**src/rtl/irrigation_pkg.sv**
```systemverilog
// Shared types and constants for the irrigation scheduler.
package irrigation_pkg;

  localparam int BCD_W = 4;

  typedef enum logic [1:0] {
    ST_IDLE    = 2'd0,
    ST_RUN     = 2'd1,
    ST_PAUSE   = 2'd2,
    ST_SUSPEND = 2'd3
  } state_t;

  typedef enum logic {
    ZONE_SPRINKLER = 1'b0,
    ZONE_DRIP      = 1'b1
  } zone_t;

  // Round-robin pick between the two zones given the current requests.
  function automatic zone_t pick_zone(input logic req_s, input logic req_d, input zone_t last);
    if (req_s && req_d) return (last == ZONE_DRIP) ? ZONE_SPRINKLER : ZONE_DRIP;
    return req_s ? ZONE_SPRINKLER : ZONE_DRIP;
  endfunction

endpackage

```
**src/rtl/irrigation_scheduler_bcd_down_digit.sv**
```systemverilog
// One BCD digit of a loadable down-counter; load wins over decrement.
module bcd_down_digit
  import irrigation_pkg::*;
(
  input  logic             clk,
  input  logic             reset,
  input  logic             load,
  input  logic [BCD_W-1:0] load_val,
  input  logic             dec,
  output logic [BCD_W-1:0] q,
  output logic             zero,
  output logic             borrow
);

  logic [BCD_W-1:0] q_q, q_d;

  // Next digit value: load, else 0 -> 9 wrap on decrement, else hold.
  always_comb begin
    q_d = q_q;
    if (load)           q_d = load_val;
    else if (dec)       q_d = (q_q == '0) ? BCD_W'(9) : q_q - BCD_W'(1);
  end

  // Digit register.
  always_ff @(posedge clk or posedge reset) begin
    if (reset) q_q <= '0;
    else       q_q <= q_d;
  end

  assign q      = q_q;
  assign zero   = (q_q == '0);
  // Borrow is raw (ignores load) so the next digit's decrement depends only on dec and q.
  assign borrow = dec & zero;

endmodule

```
**src/rtl/irrigation_scheduler.sv**
```systemverilog
// Two-zone irrigation scheduler sharing one 2-digit BCD countdown timer.
// state   | meaning
// IDLE    | waiting for a request with water available
// RUN     | granted valve open, counting down run time
// PAUSE   | valves closed, counting down settle time
// SUSPEND | tank low during a run; count frozen
module irrigation_scheduler
  import irrigation_pkg::*;
#(
  parameter logic [7:0] SPRINKLER_TIME = 8'h30,
  parameter logic [7:0] DRIP_TIME      = 8'h45,
  parameter logic [7:0] PAUSE_TIME     = 8'h05
) (
  input  logic             clk,
  input  logic             reset,
  input  logic             tick_1hz,
  input  logic             req_sprinkler,
  input  logic             req_drip,
  input  logic             water_ok,
  input  logic             abort,
  output logic             valve_sprinkler,
  output logic             valve_drip,
  output logic             busy,
  output logic             fault,
  output logic             done,
  output logic [BCD_W-1:0] bcd_tens,
  output logic [BCD_W-1:0] bcd_units
);

  state_t state_q, state_d;
  zone_t  grant_q, grant_d, last_q, last_d, winner;
  logic   done_d;
  logic   cnt_load;
  logic [7:0] cnt_load_val;
  logic   dec_req;
  logic [BCD_W-1:0] units_q, tens_q;
  logic   units_zero, units_borrow, tens_zero, tens_borrow;
  logic   count_one, count_end;
  logic   valve_sprinkler_q, valve_drip_q, busy_q, fault_q, done_q;

  // Decrement request is independent of the terminal decision; a coinciding load wins in the digit.
  assign dec_req = tick_1hz & ~abort &
                   (((state_q == ST_RUN) & water_ok) | (state_q == ST_PAUSE));

  bcd_down_digit u_units (
    .clk(clk), .reset(reset), .load(cnt_load), .load_val(cnt_load_val[3:0]), .dec(dec_req),
    .q(units_q), .zero(units_zero), .borrow(units_borrow)
  );

  bcd_down_digit u_tens (
    .clk(clk), .reset(reset), .load(cnt_load), .load_val(cnt_load_val[7:4]), .dec(units_borrow),
    .q(tens_q), .zero(tens_zero), .borrow(tens_borrow)
  );

  // 01 is the normal end of a countdown; a decrement at 00 is also ended so the count never wraps.
  assign count_one = tens_zero & ~units_zero & (units_q[3:1] == 3'd0);
  assign count_end = count_one | tens_borrow;

  // Next state, arbitration and counter load control.
  always_comb begin
    state_d      = state_q;
    grant_d      = grant_q;
    last_d       = last_q;
    done_d       = 1'b0;
    cnt_load     = 1'b0;
    cnt_load_val = 8'h00;
    winner       = pick_zone(req_sprinkler, req_drip, last_q);
    if (abort) begin
      state_d  = ST_IDLE;
      cnt_load = 1'b1;
    end else begin
      case (state_q)
        ST_IDLE: begin
          if (water_ok && (req_sprinkler || req_drip)) begin
            state_d      = ST_RUN;
            grant_d      = winner;
            last_d       = winner;
            cnt_load     = 1'b1;
            cnt_load_val = (winner == ZONE_SPRINKLER) ? SPRINKLER_TIME : DRIP_TIME;
          end
        end
        ST_RUN: begin
          if (!water_ok) begin
            state_d = ST_SUSPEND;
          end else if (tick_1hz && count_end) begin
            state_d      = ST_PAUSE;
            done_d       = 1'b1;
            cnt_load     = 1'b1;
            cnt_load_val = PAUSE_TIME;
          end
        end
        ST_SUSPEND: begin
          if (water_ok) state_d = ST_RUN;
        end
        ST_PAUSE: begin
          if (tick_1hz && count_end) begin
            state_d  = ST_IDLE;
            cnt_load = 1'b1;
          end
        end
        default: state_d = ST_IDLE;
      endcase
    end
  end

  // State registers and outputs registered from the next-state decode.
  always_ff @(posedge clk or posedge reset) begin
    if (reset) begin
      state_q           <= ST_IDLE;
      grant_q           <= ZONE_DRIP;
      last_q            <= ZONE_DRIP;
      valve_sprinkler_q <= 1'b0;
      valve_drip_q      <= 1'b0;
      busy_q            <= 1'b0;
      fault_q           <= 1'b0;
      done_q            <= 1'b0;
    end else begin
      state_q           <= state_d;
      grant_q           <= grant_d;
      last_q            <= last_d;
      valve_sprinkler_q <= (state_d == ST_RUN) & (grant_d == ZONE_SPRINKLER);
      valve_drip_q      <= (state_d == ST_RUN) & (grant_d == ZONE_DRIP);
      busy_q            <= (state_d != ST_IDLE);
      fault_q           <= (state_d == ST_SUSPEND);
      done_q            <= done_d;
    end
  end

  assign valve_sprinkler = valve_sprinkler_q;
  assign valve_drip      = valve_drip_q;
  assign busy            = busy_q;
  assign fault           = fault_q;
  assign done            = done_q;
  assign bcd_tens        = tens_q;
  assign bcd_units       = units_q;

endmodule

```
**config.mk**
```make
export PLATFORM = sky130hd
export DESIGN_NAME = irrigation_scheduler
export DESIGN_NICKNAME = d
export VERILOG_FILES = /design/src/rtl/irrigation_pkg.sv /design/src/rtl/irrigation_scheduler_bcd_down_digit.sv /design/src/rtl/irrigation_scheduler.sv
export SDC_FILE = /design/constraint.sdc
export NUM_CORES = 1
export LEC_CHECK = 0
export ABC_CLOCK_PERIOD_IN_PS = 3000
export BUFFER_PORTS_ARGS = -buffer_cell sky130_fd_sc_hd__buf_4
export CAP_MARGIN = 5
export CORE_AREA = 2 2 65 67
export CTS_CLUSTER_DIAMETER = 80
export DETAILED_ROUTE_END_ITERATION = 12
export DIE_AREA = 0 0 67 69
export SLEW_MARGIN = 20
export SYNTH_ARGS = -nofsm -noshare
export SYNTH_HDL_FRONTEND = slang
export SYNTH_SLANG_ARGS = --single-unit
```
**constraint.sdc**
```tcl
create_clock -name clk -period 3 [get_ports clk]
set_input_delay 0.15 -clock clk [delete_from_list [all_inputs] [get_ports clk]]
set_output_delay 0.15 -clock clk [all_outputs]
set_load 0.005 [all_outputs]
```
* Word level (Yosys, flattened, before mapping)
Cells that the tools add are included.
** Storage, ports and cells
- Bits in registers :: 17
- Input port bits :: 7
- Output and inout port bits :: 13
- Logic and storage cells :: 77
** Cells by class
- Add/subtract/negate cells :: 2
- Equal/unequal tests :: 5
- Multiplexer cells :: 34
- Bitwise operators :: 14
- Reductions and logical operators :: 12
** Operators with widths (number)
- $mux 4 :: 6
- $mux 7 :: 3
- $mux 1 :: 14
- $pmux 7 s2 :: 1
- $mux 2 :: 6
- $and 1x1->1 :: 9
- $logic_not 4->1 :: 2
- $pmux 2 s4 :: 1
- $sub 4x1->4 const B :: 2
- $eq 2x2->1 const B :: 3
- $mux 3 :: 2
- $reduce_bool 2->1 :: 3
- $eq 2x1->1 const B :: 2
- $logic_and 1x1->1 :: 3
- $logic_not 3->1 :: 1
- $not 1->1 :: 3
- $pmux 1 s3 :: 1
- $reduce_and 3->1 :: 1
- $logic_not 2->1 :: 1
- $or 1x1->1 :: 2
- $logic_or 1x1->1 :: 1

* Depth between registers and ports, before layout
- Depth after elaboration :: 14
- Depth in mapped cells :: 7

* Cells and area by module
A second synthesis with hierarchy kept.
** Second synthesis, totals
- Cells, all modules :: 104
- Area total of the unflattened synthesis :: 1012.2 sq um
** Modules (own cells, without submodules)
- irrigation_scheduler :: times used 1, cells an instance 56, area an instance 541.8 sq um
- bcd_down_digit :: times used 2, cells an instance 24, area an instance 235.2 sq um

* Least setup slack after synthesis
Ideal clock, no wire load.
- Path type :: register -> register
- From :: register u_units.q_q[1], in the netlist u_units.q[1]
- To :: register busy_q, in the netlist busy
- Arrival :: 2.059 ns
- Data required time :: 2.926 ns
- Slack :: 0.867 ns
- Cell stages (with the launch flop) :: 8
- Path buffers :: 0
- Clock period less this slack :: 2.133 ns
- Cells stage by stage :: dfrtp_1 > inv_1 > ha_1 > or3b_4 > a211o_4 > o41ai_4 > o21ba_2 > a21oi_2
** On the way
- Word-level cells in the longest chain between the ends :: 11
- Elaborated cells on any way between the ends :: 15
- Classes of those cells :: 5 x mux; 6 x bitwise; 4 x reduce/logical
** Ends and longest elaborated chain
- start: declaration :: line irrigation_scheduler_bcd_down_digit.sv:15 : logic [BCD_W-1:0] q_q, q_d;
- start signal: assignment :: line irrigation_scheduler_bcd_down_digit.sv:27 : else q_q <= q_d;
- $logic_not 4->1 :: line irrigation_scheduler_bcd_down_digit.sv:31 : assign zero = (q_q == '0);
- $not 1->1 :: line irrigation_scheduler.sv:56 : assign count_one = tens_zero & ~units_zero & (units_q[3:1] == 3'd0);
- $and 1x1->1 (2 in series) :: line irrigation_scheduler.sv:56
- $or 1x1->1 * :: line irrigation_scheduler.sv:57 : assign count_end = count_one | tens_borrow;
- $logic_and 1x1->1 * :: line irrigation_scheduler.sv:85, irrigation_scheduler.sv:96
- $mux 2 :: line irrigation_scheduler.sv:85 : end else if (tick_1hz && count_end) begin
- $mux 2 :: line irrigation_scheduler.sv:83 : if (!water_ok) begin
- $pmux 2 s4 * :: line irrigation_scheduler.sv:72 : case (state_q)
- $mux 2 * :: line irrigation_scheduler.sv:68 : if (abort) begin
- $reduce_bool 2->1 * :: line irrigation_scheduler.sv:123 : busy_q <= (state_d != ST_IDLE);
- end signal: assignment :: line irrigation_scheduler.sv:123
- end: declaration :: line irrigation_scheduler.sv:39 : logic valve_sprinkler_q, valve_drip_q, busy_q, fault_q, done_q;
Mark *: on every way between the ends. The rest lies on a longest branch, timed or not.
A chain may end at the register's enable or synchronous reset.

* Worst setup path after layout
- From :: register u_units.q_q[1], in the netlist u_units.q[1]
- To :: register u_tens.q_q[1], in the netlist u_tens.q[1]
** On the way
- Word-level cells in the longest chain between the ends :: 11
- Elaborated cells on any way between the ends :: 15
- Classes of those cells :: 5 x mux; 6 x bitwise; 4 x reduce/logical
** Ends and longest elaborated chain (line)
- $logic_not 4->1 :: irrigation_scheduler_bcd_down_digit.sv:31
- $not 1->1 :: irrigation_scheduler.sv:56
- $and 1x1->1 (2 in series) :: irrigation_scheduler.sv:56
- $or 1x1->1 :: irrigation_scheduler.sv:57
- $logic_and 1x1->1 :: irrigation_scheduler.sv:85, irrigation_scheduler.sv:96
- $mux 1 :: irrigation_scheduler.sv:85, irrigation_scheduler.sv:96
- $mux 1 :: irrigation_scheduler.sv:83
- $pmux 1 s3 :: irrigation_scheduler.sv:72
- $mux 1 :: irrigation_scheduler.sv:68
- $mux 4 / $reduce_bool 2->1 (equally long branches)
- end signal: assignment :: irrigation_scheduler_bcd_down_digit.sv:27
- end: declaration :: irrigation_scheduler_bcd_down_digit.sv:15
Several ways; a longest one is shown, not always the timed one.

==> flow_metrics.py <==
metrics = {
    "synthesis": {
        "ys_seq_elements": 17,
        "synth_top_family_by_area": "simple AND/OR/NAND/NOR gates",
        "synth_area_um2": 947.2,
        "async_flop_share": 1.000,
        "synth_flop_cell": "dfrtp_1",
        "syn_avg_cell_area_um2": 9.866,
        "synth_common_cells": "dfrtp_1 (15), nor2_1 (10), a21oi_1 (7)",
        "synth_compound_area_frac": 0.2180,
        "seq_area_frac_synth": 0.4518,
        "muxShareOfSynthArea": 0.02114,
        "synth_xor_area_frac": 0.01849,
        "yosysMostFrequentCell": "dfrtp_1",
        "synthSimpleGateAreaFrac": 0.2404,
        "yosys_warnings": 0,
        "synth_nets": 105,
        "synth-edff-count": 0,
        "netlist.area_leader.share": 0.3963,
        "yosys-top-cells-area": "dfrtp_1 (40%), dfstp_2 (5.5%), nor2_1 (4.0%)",
        "synth.distinct_cells": 36,
        "synth.largest_area_cell": "dfrtp_1",
        "syn_inst": 96,
        "synth_fa_ha_area_frac": 0.02642,
    },
    "global_route": {
        "use_met1": 0.1245,
        "antenna_found_initial": 0,
        "grt_pass1_vias": 801,
        "use_met2": 0.1551,
        "grt_overflow_total": 0,
        "grt.busiest_layer": "met2",
        "use_met3": 0.02773,
        "grt_pass1_wl_mm": 3.519,
        "track_usage": 0.09659,
        "grt_max_degree": 18,
    },
    "pwr": {
        "vdd_drop_max_mv": 0.1518,
        "pwr_density_cell_nw_per_um2": 473.2,
        "power.leakage_nw": 0.5167,
        "p_total_mw": 0.5648,
    },
    "clocking": {
        "clkLatencyLatePin_ns": 0.24,
        "cts_hold_buf": 0,
        "post-cts-setup-buffers": 0,
        "cts_buffer_depth": 2,
        "numCtsBuffers": 3,
        "clock_tree.root_cell": "clkbuf_8",
        "cts.sink_count": 17,
        "clkSlewWorstSetupHoldPaths_ns": 0.06,
        "cts_tree": "built",
        "htree_levels": 1,
        "cts_resized": 0,
    },
    "detailed_routing": {
        "drc_errors": 0,
        "ant_nets": 0,
        "drt_pass1_iterations": 4,
        "drt_wl_total_mm": 2.110,
        "wl_per_cell_um": 12.56,
        "vias": 780,
        "drt_iter0_drc": 22,
        "viasPerCell": 4.643,
    },
    "status": {
        "violations": "hold timing",
        "status": "complete, but fails checks",
    },
    "sta": {
        "finalHoldViolations": 15,
        "rsz0062_at_grt": "no",
        "worst_slew_pin_slew_ns": 0.6330,
        "setup_viol": 0,
        "timing.final.crit_share": 0.7804,
        "finalMaxSlewViolations": 0,
        "slew_headroom": 0.5775,
        "whs_ns": -0.009910,
        "tns_ns": 0,
        "period_minus_slack_ns": 2.341,
        "finClkSkew_ns": 0.002336,
        "max_freq_ghz": 0.4271,
    },
    "floorplan": {
        "dieWidth_um": 67,
        "die_h_um": 69,
        "rows": 23,
        "initial_utilization": 0.2420,
        "fp.dieArea_um2": 4623,
        "core-area_um2": 3914,
        "ioPinCount": 20,
    },
    "finish": {
        "nets": 128,
        "multi_input_area_um2": 496.7,
        "seqCellArea_um2": 427.9,
        "layout-drive-gt1-share": 0.2712,
        "instances_no_fill": 168,
        "antenna-diode-count": 0,
        "final.fill_count": 450,
        "area_delta_synth_final_pct": 26.02,
    },
    "placed_design": {
        "io_buffers": 19,
        "place.gp.congestion": 0.7582,
        "place_inst": 164,
        "dp_hpwl_mm": 1.716,
    },
    "setup_path": {
        "start_kind": "flip-flop",
        "slowest_stage": "dfrtp_1",
        "crit_type": "flip-flop to flip-flop",
        "rr_startpoint": "u_units.q[1]$_DFFE_PP0P_",
        "crit_arrival_ns": 2.45,
        "cp_max_fo": 8,
        "crit_path_start": "u_units.q[1]$_DFFE_PP0P_",
        "cp.required_ns": 3.11,
        "critical_path.endpoint_type": "flip-flop",
        "cpPeakStageDelay_ns": 0.42,
        "cp_cell_sequence": "inv_1, ha_1, or3b_4, a211o_4, a21oi_1, a211o_1, o211ai_1",
    },
    "job": {
        "cap_viol_max_count": 0,
    },
    "min_path": {
        "min_path_type": "input pin to async pin",
    },
}
-- layout by cell type (no fill, tap or decap), types with 2 or more instances in the layout --
cell type   n
nor4_1      3
nand2b_1    5
nor3b_1     2
nor2b_1     3
inv_1       5
dfrtp_1    15
clkbuf_8    3
dfstp_2     2
nand2_1     5
nor2_1     10
o21ai_0     4
nor3_1      5
o21a_1      2
ha_1        2
buf_4      19
a211o_1     2
a21oi_1     7
or4_1       2
nand3_1     2
mux2i_1     2
-- area by class of cell --
class | count | area share
inverter | 5 | 0.01572
sequential | 17 | 0.3585
multi-input combinational | 73 | 0.4161
clock buffer | 4 | 0.03774
timing repair buffer | 19 | 0.1195
tap | 50 | 0.05241
-- stage by stage --
| step | cell area (um^2) | worst slack [ns] | util |
|---|---|---|---|
| floorplan | 947.2 | 0.8667 | - |
| global placement | 1149 | 0.7512 | 0.2935 |
| detailed placement | 1149 | 0.6482 | 0.2935 |
| CTS | 1194 | 0.6342 | 0.3050 |
| global route | 1194 | 0.5047 | 0.3050 |
| finish | 1194 | 0.6587 | 0.3050 |
-- power breakdown --
part	leakage, nW	internal [mW]	total (mW)	switching (mW)
Clock	0.0228	0.0938	0.163	0.0692
Sequential	0.225	0.255	0.276	0.0212
Combinational	0.269	0.0620	0.126	0.0638
Total	0.517	0.411	0.565	0.154
-- final timing paths --
path	cells after the start	slack, ns	end
max in group asynchronous	2	2.60	u_units.q[1]$_DFFE_PP0P_
min	2	-0.01	valve_drip$_DFF_PP0_
min in group clk	2	0.08	fault$_DFF_PP0_
max reg2reg	7	0.66	u_tens.q[1]$_DFFE_PP0P_
max	7	0.66	u_tens.q[1]$_DFFE_PP0P_
min reg2reg	1	0.55	last_q$_DFFE_PP1P_
-- sequential cells by signal, summed over array words and instances, names as in the netlist --
| signal | cells |
|---|---|
| grant_q | 1 |
| valve_drip | 1 |
| done | 1 |
| busy | 1 |
| state_q | 2 |
| u_units.q | 4 |
| last_q | 1 |
| fault | 1 |
| u_tens.q | 4 |
| valve_sprinkler | 1 |
-- cell families (layout without fill, tap and decap cells) --
family,after synthesis,in the layout
xor+xnor,2,2
buf+inv,6,28
simple gates,41,41
fa+ha+maj,2,2
compound gates,26,26
flops,17,17
mux,2,2
-- worst max-delay path: cells and delay by family, from the launching register on --
kind            cells  cell delay [ns]
compound gates      4             1.05
flops               1             0.42
simple gates        1             0.41
fa+ha+maj           1             0.23
buf+inv             1             0.11
-- layer usage --
| layer | vias to the layer above | share of wire |
|---|---|---|
| met3 | 2 | 0.053 |
| met1 | 370 | 0.44 |
| met5 | - | 0 |
| met4 | 0 | 0.0076 |
| met2 | 16 | 0.50 |
| li1 | 392 | - |
(Power assumes the default switching activity.)
